--- src/rtl/freq_table_ramp_pkg.sv ---
// Shared types and table defaults for the frequency table ramp.
// Default table, state encoding and code clamping helper.
package freq_table_ramp_pkg;

    typedef enum logic {
        IDLE = 1'b0,
        RAMP = 1'b1
    } state_e;

    localparam int DEF_DEPTH = 8;
    localparam int DEF_ABOVE = 200;
    localparam int DEF_TABLE [DEF_DEPTH] = '{
        30, 50, 75, 100, 125, 150, 175, 200
    };

    function automatic int clamp_code(input int v, input int w);
        int mx;
        mx = (1 << w) - 1;
        return (v > mx) ? mx : v;
    endfunction

    function automatic int table_default(input int idx, input int w);
        int v;
        if (idx >= 0 && idx < DEF_DEPTH) v = DEF_TABLE[idx[2:0]];
        else v = DEF_ABOVE;
        return clamp_code(v, w);
    endfunction

endpackage

--- src/rtl/freq_slew_step.sv ---
// Combinational slew limiter: moves cur toward tgt by at most STEP.
// Never overshoots the target and never wraps the code range.
module freq_slew_step #(
    parameter int CODE_W = 8,
    parameter int STEP   = 5
) (
    input  logic [CODE_W-1:0] cur_i,
    input  logic [CODE_W-1:0] tgt_i,
    output logic [CODE_W-1:0] nxt_o,
    output logic              eq_o
);

    localparam logic [CODE_W-1:0] STEP_C = CODE_W'(STEP);

    logic [CODE_W-1:0] diff;

    always_comb begin
        nxt_o = cur_i;
        diff  = '0;
        eq_o  = (cur_i == tgt_i);
        if (tgt_i > cur_i) begin
            diff  = tgt_i - cur_i;
            nxt_o = (diff > STEP_C) ? cur_i + STEP_C : tgt_i;
        end else if (cur_i > tgt_i) begin
            diff  = cur_i - tgt_i;
            nxt_o = (diff > STEP_C) ? cur_i - STEP_C : tgt_i;
        end
    end

endmodule

--- src/rtl/freq_table_ramp.sv ---
// Table-driven frequency code ramp with slew-limited retargeting.
// FREQ_TABLE_WR_EN turns the constant table into a writable register file.
module freq_table_ramp
    import freq_table_ramp_pkg::*;
#(
    parameter int SEL_W    = 3,
    parameter int CODE_W   = 8,
    parameter int STEP     = 5,
    parameter int TICK_DIV = 1000
) (
    input  logic              CLK,
    input  logic              RESET,
    input  logic [SEL_W-1:0]  num_frecuencia,
    input  logic              load,
`ifdef FREQ_TABLE_WR_EN
    input  logic              wr_en,
    input  logic [SEL_W-1:0]  wr_addr,
    input  logic [CODE_W-1:0] wr_data,
`endif
    output logic [CODE_W-1:0] frecuencia,
    output logic              busy,
    output logic              done
);

    localparam int DEPTH = 2 ** SEL_W;
    localparam int TW = (TICK_DIV > 1) ? $clog2(TICK_DIV) : 1;
    localparam logic [TW-1:0] TICK_LAST = TW'(TICK_DIV - 1);

    state_e            state_q, state_d;
    logic [CODE_W-1:0] freq_q, freq_d;
    logic [CODE_W-1:0] target_q, target_d;
    logic [TW-1:0]     tick_q, tick_d;
    logic              done_q, done_d;

    logic [CODE_W-1:0] tbl;
    logic [CODE_W-1:0] tgt_eff;
    logic [CODE_W-1:0] step_nxt;
    logic              at_tgt;

`ifdef FREQ_TABLE_WR_EN
    logic [CODE_W-1:0] table_q [DEPTH];

    always_ff @(posedge CLK) begin
        if (RESET) begin
            for (int i = 0; i < DEPTH; i++)
                table_q[i] <= CODE_W'(table_default(i, CODE_W));
        end else if (wr_en) begin
            table_q[wr_addr] <= wr_data;
        end
    end

    // Combinational read sees the pre-write value on a same-cycle write.
    assign tbl = table_q[num_frecuencia];
`else
    assign tbl = CODE_W'(table_default(int'(num_frecuencia), CODE_W));
`endif

    assign tgt_eff = load ? tbl : target_q;

    freq_slew_step #(
        .CODE_W (CODE_W),
        .STEP   (STEP)
    ) u_slew (
        .cur_i  (freq_q),
        .tgt_i  (tgt_eff),
        .nxt_o  (step_nxt),
        .eq_o   (at_tgt)
    );

    always_comb begin
        state_d  = state_q;
        freq_d   = freq_q;
        target_d = target_q;
        tick_d   = '0;
        done_d   = 1'b0;
        if (load) target_d = tbl;
        unique case (state_q)
            IDLE: begin
                if (load) begin
                    if (at_tgt) done_d = 1'b1;
                    else state_d = RAMP;
                end
            end
            RAMP: begin
                if (at_tgt) begin
                    state_d = IDLE;
                    done_d  = 1'b1;
                end else if (tick_q == TICK_LAST) begin
                    freq_d = step_nxt;
                    if (step_nxt == tgt_eff) begin
                        state_d = IDLE;
                        done_d  = 1'b1;
                    end
                end else begin
                    tick_d = tick_q + 1'b1;
                end
            end
            default: state_d = IDLE;
        endcase
    end

    always_ff @(posedge CLK) begin
        if (RESET) begin
            state_q  <= IDLE;
            freq_q   <= '0;
            target_q <= '0;
            tick_q   <= '0;
            done_q   <= 1'b0;
        end else begin
            state_q  <= state_d;
            freq_q   <= freq_d;
            target_q <= target_d;
            tick_q   <= tick_d;
            done_q   <= done_d;
        end
    end

    assign frecuencia = freq_q;
    assign busy       = (state_q == RAMP);
    assign done       = done_q;

endmodule

--- config.mk ---
export PLATFORM = sky130hd
export DESIGN_NAME = freq_table_ramp
export DESIGN_NICKNAME = d
export VERILOG_FILES = /design/src/rtl/freq_table_ramp_pkg.sv /design/src/rtl/freq_slew_step.sv /design/src/rtl/freq_table_ramp.sv
export SDC_FILE = /design/constraint.sdc
export NUM_CORES = 1
export LEC_CHECK = 0
export ABC_CLOCK_PERIOD_IN_PS = 4800
export CORE_MARGIN = 5
export CORE_UTILIZATION = 57
export CTS_BUF_LIST = sky130_fd_sc_hd__clkbuf_2
export DETAILED_ROUTE_END_ITERATION = 10
export PLACE_DENSITY_LB_ADDON = 0.15
export RECOVER_POWER = 100
export SETUP_SLACK_MARGIN = 0.05
export SLEW_MARGIN = 20
export SYNTH_ARGS = -nofsm -noshare
export SYNTH_HDL_FRONTEND = slang
export SYNTH_SLANG_ARGS = --single-unit
--- constraint.sdc ---
create_clock -name CLK -period 4.8 [get_ports CLK]
set_clock_uncertainty 0.15 [all_clocks]
set_input_delay 0.96 -clock CLK [delete_from_list [all_inputs] [get_ports CLK]]
set_output_delay 0.96 -clock CLK [all_outputs]
set_load 0.01 [all_outputs]
==> run metrics <==
status finished, final reports clean; DRT Wirelength 9690 µm; Synth top area share between 10% and 20%; post-synthesis sequential area ratio around a fifth; Yosys Warn Count 0; Critical R2R Capture done; most frequent cells in the layout buf_4 (92), nor2_1 (51), nand2_1 (31), dfxtp_1 (28), inv_1 (26); CP cell instances dlygate4sd2_1 -> inv_2 -> buf_4 -> ha_1 -> mux2i_1 -> a21oi_2 -> inv_1 -> ha_1 -> inv_1 -> fa_2 -> xor2_1 -> a221oi_2 -> o2111a_1 -> buf_12 -> mux2i_1 -> o211ai_1 -> o21ai_0 -> o2111ai_1 -> nor4_4 -> o21ba_1; initial drt markers 287; layout cell share with drive strength beyond 1 around 29%; area growth from synthesis to layout 36.9%; GRT Overall Usage a little under a third; Peak Freq 210 MHz; NumNets Final between 500 and 600; CTS H-Tree Depth 1; post-synthesis area per instance 7.50 µm²; Fin Setup TNS 0 ns; PD cells 196 nW/µm²; Worst Setup EP done; Post-Syn Nets 409; Hold Crit Class flop to flop; RSZ-0062 raised after global routing true; Yosys top cell by area dfxtp_1; remaining antenna violation count after routing 0; cells after synthesis 378; first-pass GRT wire length 15700 µm; DRC viols 0; Period Utilization, post-route 99.2%; worst-margin pin slew 0.729 ns; Max Buffers Root-to-Sink 2; CP arrival approximately 5.0 ns; Synth async-reset ratio 0%; Worst EP required 5.05 ns; router iterations before antenna repair 5; DR vias approximately 3300; Max Cap Violations 0; Die ar. 6480 µm²; starting density of the core approximately three fifths; port buffer count 15; Rel. slew slack 51.3%; # clock sinks 28; post-layout min period 4.76 ns; Reg2Reg Setup Slack 0.77 ns; Core Box Area 4790 µm²; global route overflow 0; final hold vios 0; Yosys reg bits 28; worst setup path category primary input to flop; worst vdd ir approximately 130 µV; CP startpoint kind primary input; initial antenna violation count 0; CTS Root Cell clkbuf_2; largest net degree at the start of global routing 19; Final Max Tran Viols 0; Clock transition at path regs between 0.3 and 0.4 ns; Critical Path Start num_frecuencia[0]; routability congestion estimate 0.971; EDFF count, synth 0; synth top area cells dfxtp_1 (20%), ha_1 (10%), nor2_1 (6.9%); CP max stage cell o2111a_1; total I/O pin count 16; Main synth FF type dfxtp_1; Reg2Reg Launch Point frecuencia[2]; Setup crit end kind flop; Post-DP HPWL 7140 µm; post-synth design cell area 2840 µm²; hold_sp tick_q[0]; diode count 0; Final Setup Violations 0; Critical Path Fanout Max 5; die height 80.5 µm; row cnt 25; Core Util, Final 81.1%; commonest non-fill, non-tap cell in the layout buf_4; clock latency at the later pin of the worst-skew pair 0.41 ns; Worst R2R Path Depth 13; WL/cell 17.7 µm; CTS buffer count 3; vias in the first global route 3300; die width about 81 µm; Cell variety after synth 65; via/cell ratio 6.13; TritonCTS clock tree built; static leakage approximately 1.7 nW; CP peak stage delay 0.40 ns
[stage by stage]
| step | std cells | total power, W | worst slack (ns) | hold WS (ns) | cell area [µm²] |
|---|---|---|---|---|---|
| finish | 546 | 0.000761 | 0.0373 | 0.348 | 3880 |
| global route | 546 | 0.000799 | -0.0563 | 0.369 | 3880 |
| CTS | 545 | 0.000748 | 0.0823 | 0.350 | 3870 |
| detailed placement | 530 | 0.000571 | -0.613 | 0.311 | 3620 |
| global placement | 530 | 0.000564 | -0.540 | 0.293 | 3620 |
| floorplan | 378 | 0.000428 | 0.0704 | 0.280 | 2840 |
[worst min-delay path by stage]
stage,endpoint,slack (ns),cells after the start
6_report,tick_q[0],0.35,1
5_1_grt,tick_q[0],0.37,1
4_1_cts,tick_q[0],0.35,1
3_5_place_dp,tick_q[0],0.31,1
3_3_place_gp,tick_q[0],0.29,1
2_1_floorplan,tick_q[0],0.28,1
[area by class of cell]
class,count,area [µm²]
tap,67,83.8
fill,342,903
clock buffer,3,15.0
multi-input combinational,302,2170
inverter,28,105
sequential,28,561
clock inverter,1,30.0
timing repair buffer,117,921
[state kept, by name, indices dropped and copies added (netlist names)]
name and flops:
frecuencia 8, done 1, target_q 8, tick_q 10
busy 1
[power breakdown]
| part | internal (W) | leakage, nW | switching (W) |
|---|---|---|---|
| Clock | 0.0000716 | 0.0266 | 0.0000784 |
| Sequential | 0.000240 | 0.228 | 0.00000311 |
| Combinational | 0.000180 | 1.47 | 0.000188 |
[worst max-delay path, delay by kind of cell]
| kind | cells | cell delay (ns) |
|---|---|---|
| xor+xnor | 1 | 0.19 |
| buf+inv | 6 | 0.74 |
| compound gates | 7 | 1.65 |
| simple gates | 1 | 0.36 |
| fa+ha+maj | 3 | 0.70 |
| mux | 2 | 0.38 |
[Yosys cell counts, types with 10 or more instances]
cell type	count
nor2_1	52
nand2_1	33
a21oi_1	28
dfxtp_1	28
inv_1	28
ha_1	23
o21ai_0	16
nand3_1	11
xnor2_1	11
a211oi_1	10
mux2i_1	10
[layer usage]
metal | wire (µm) | share of wire [%] | vias up | track usage, %
met4 | 492 | 5.1 | 0 | 15.5
met2 | 4530 | 47 | 203 | 52.2
li1 | - | - | 1562 | -
met3 | 776 | 8.0 | 53 | 3.25
met5 | 0 | 0 | - | 0
met1 | 3890 | 40 | 1528 | 38.7
[cells by family after synthesis]
| kind of cell | count (synthesis) | share of synthesized area, % |
|---|---|---|
| XOR/XNOR | 18 | 5.83 |
| AO/OA/AOI/OAI | 103 | 25.3 |
| AND/OR/NAND/NOR | 144 | 24.9 |
| multiplexers | 12 | 4.32 |
| buffers and inverters | 48 | 8.25 |
| adder cells (fa/ha/maj) | 25 | 11.6 |
| flip-flops | 28 | 19.8 |
[timing repair]
item | 4_1_cts | 5_1_grt
pin swaps | 17 | 7
hold buffers | 0 | 0
endpoints found under the setup margin | 2 | 4
resized for setup | 29 | 5
buffers inserted | 11 | 1
Power figures use the tool's default switching activity.
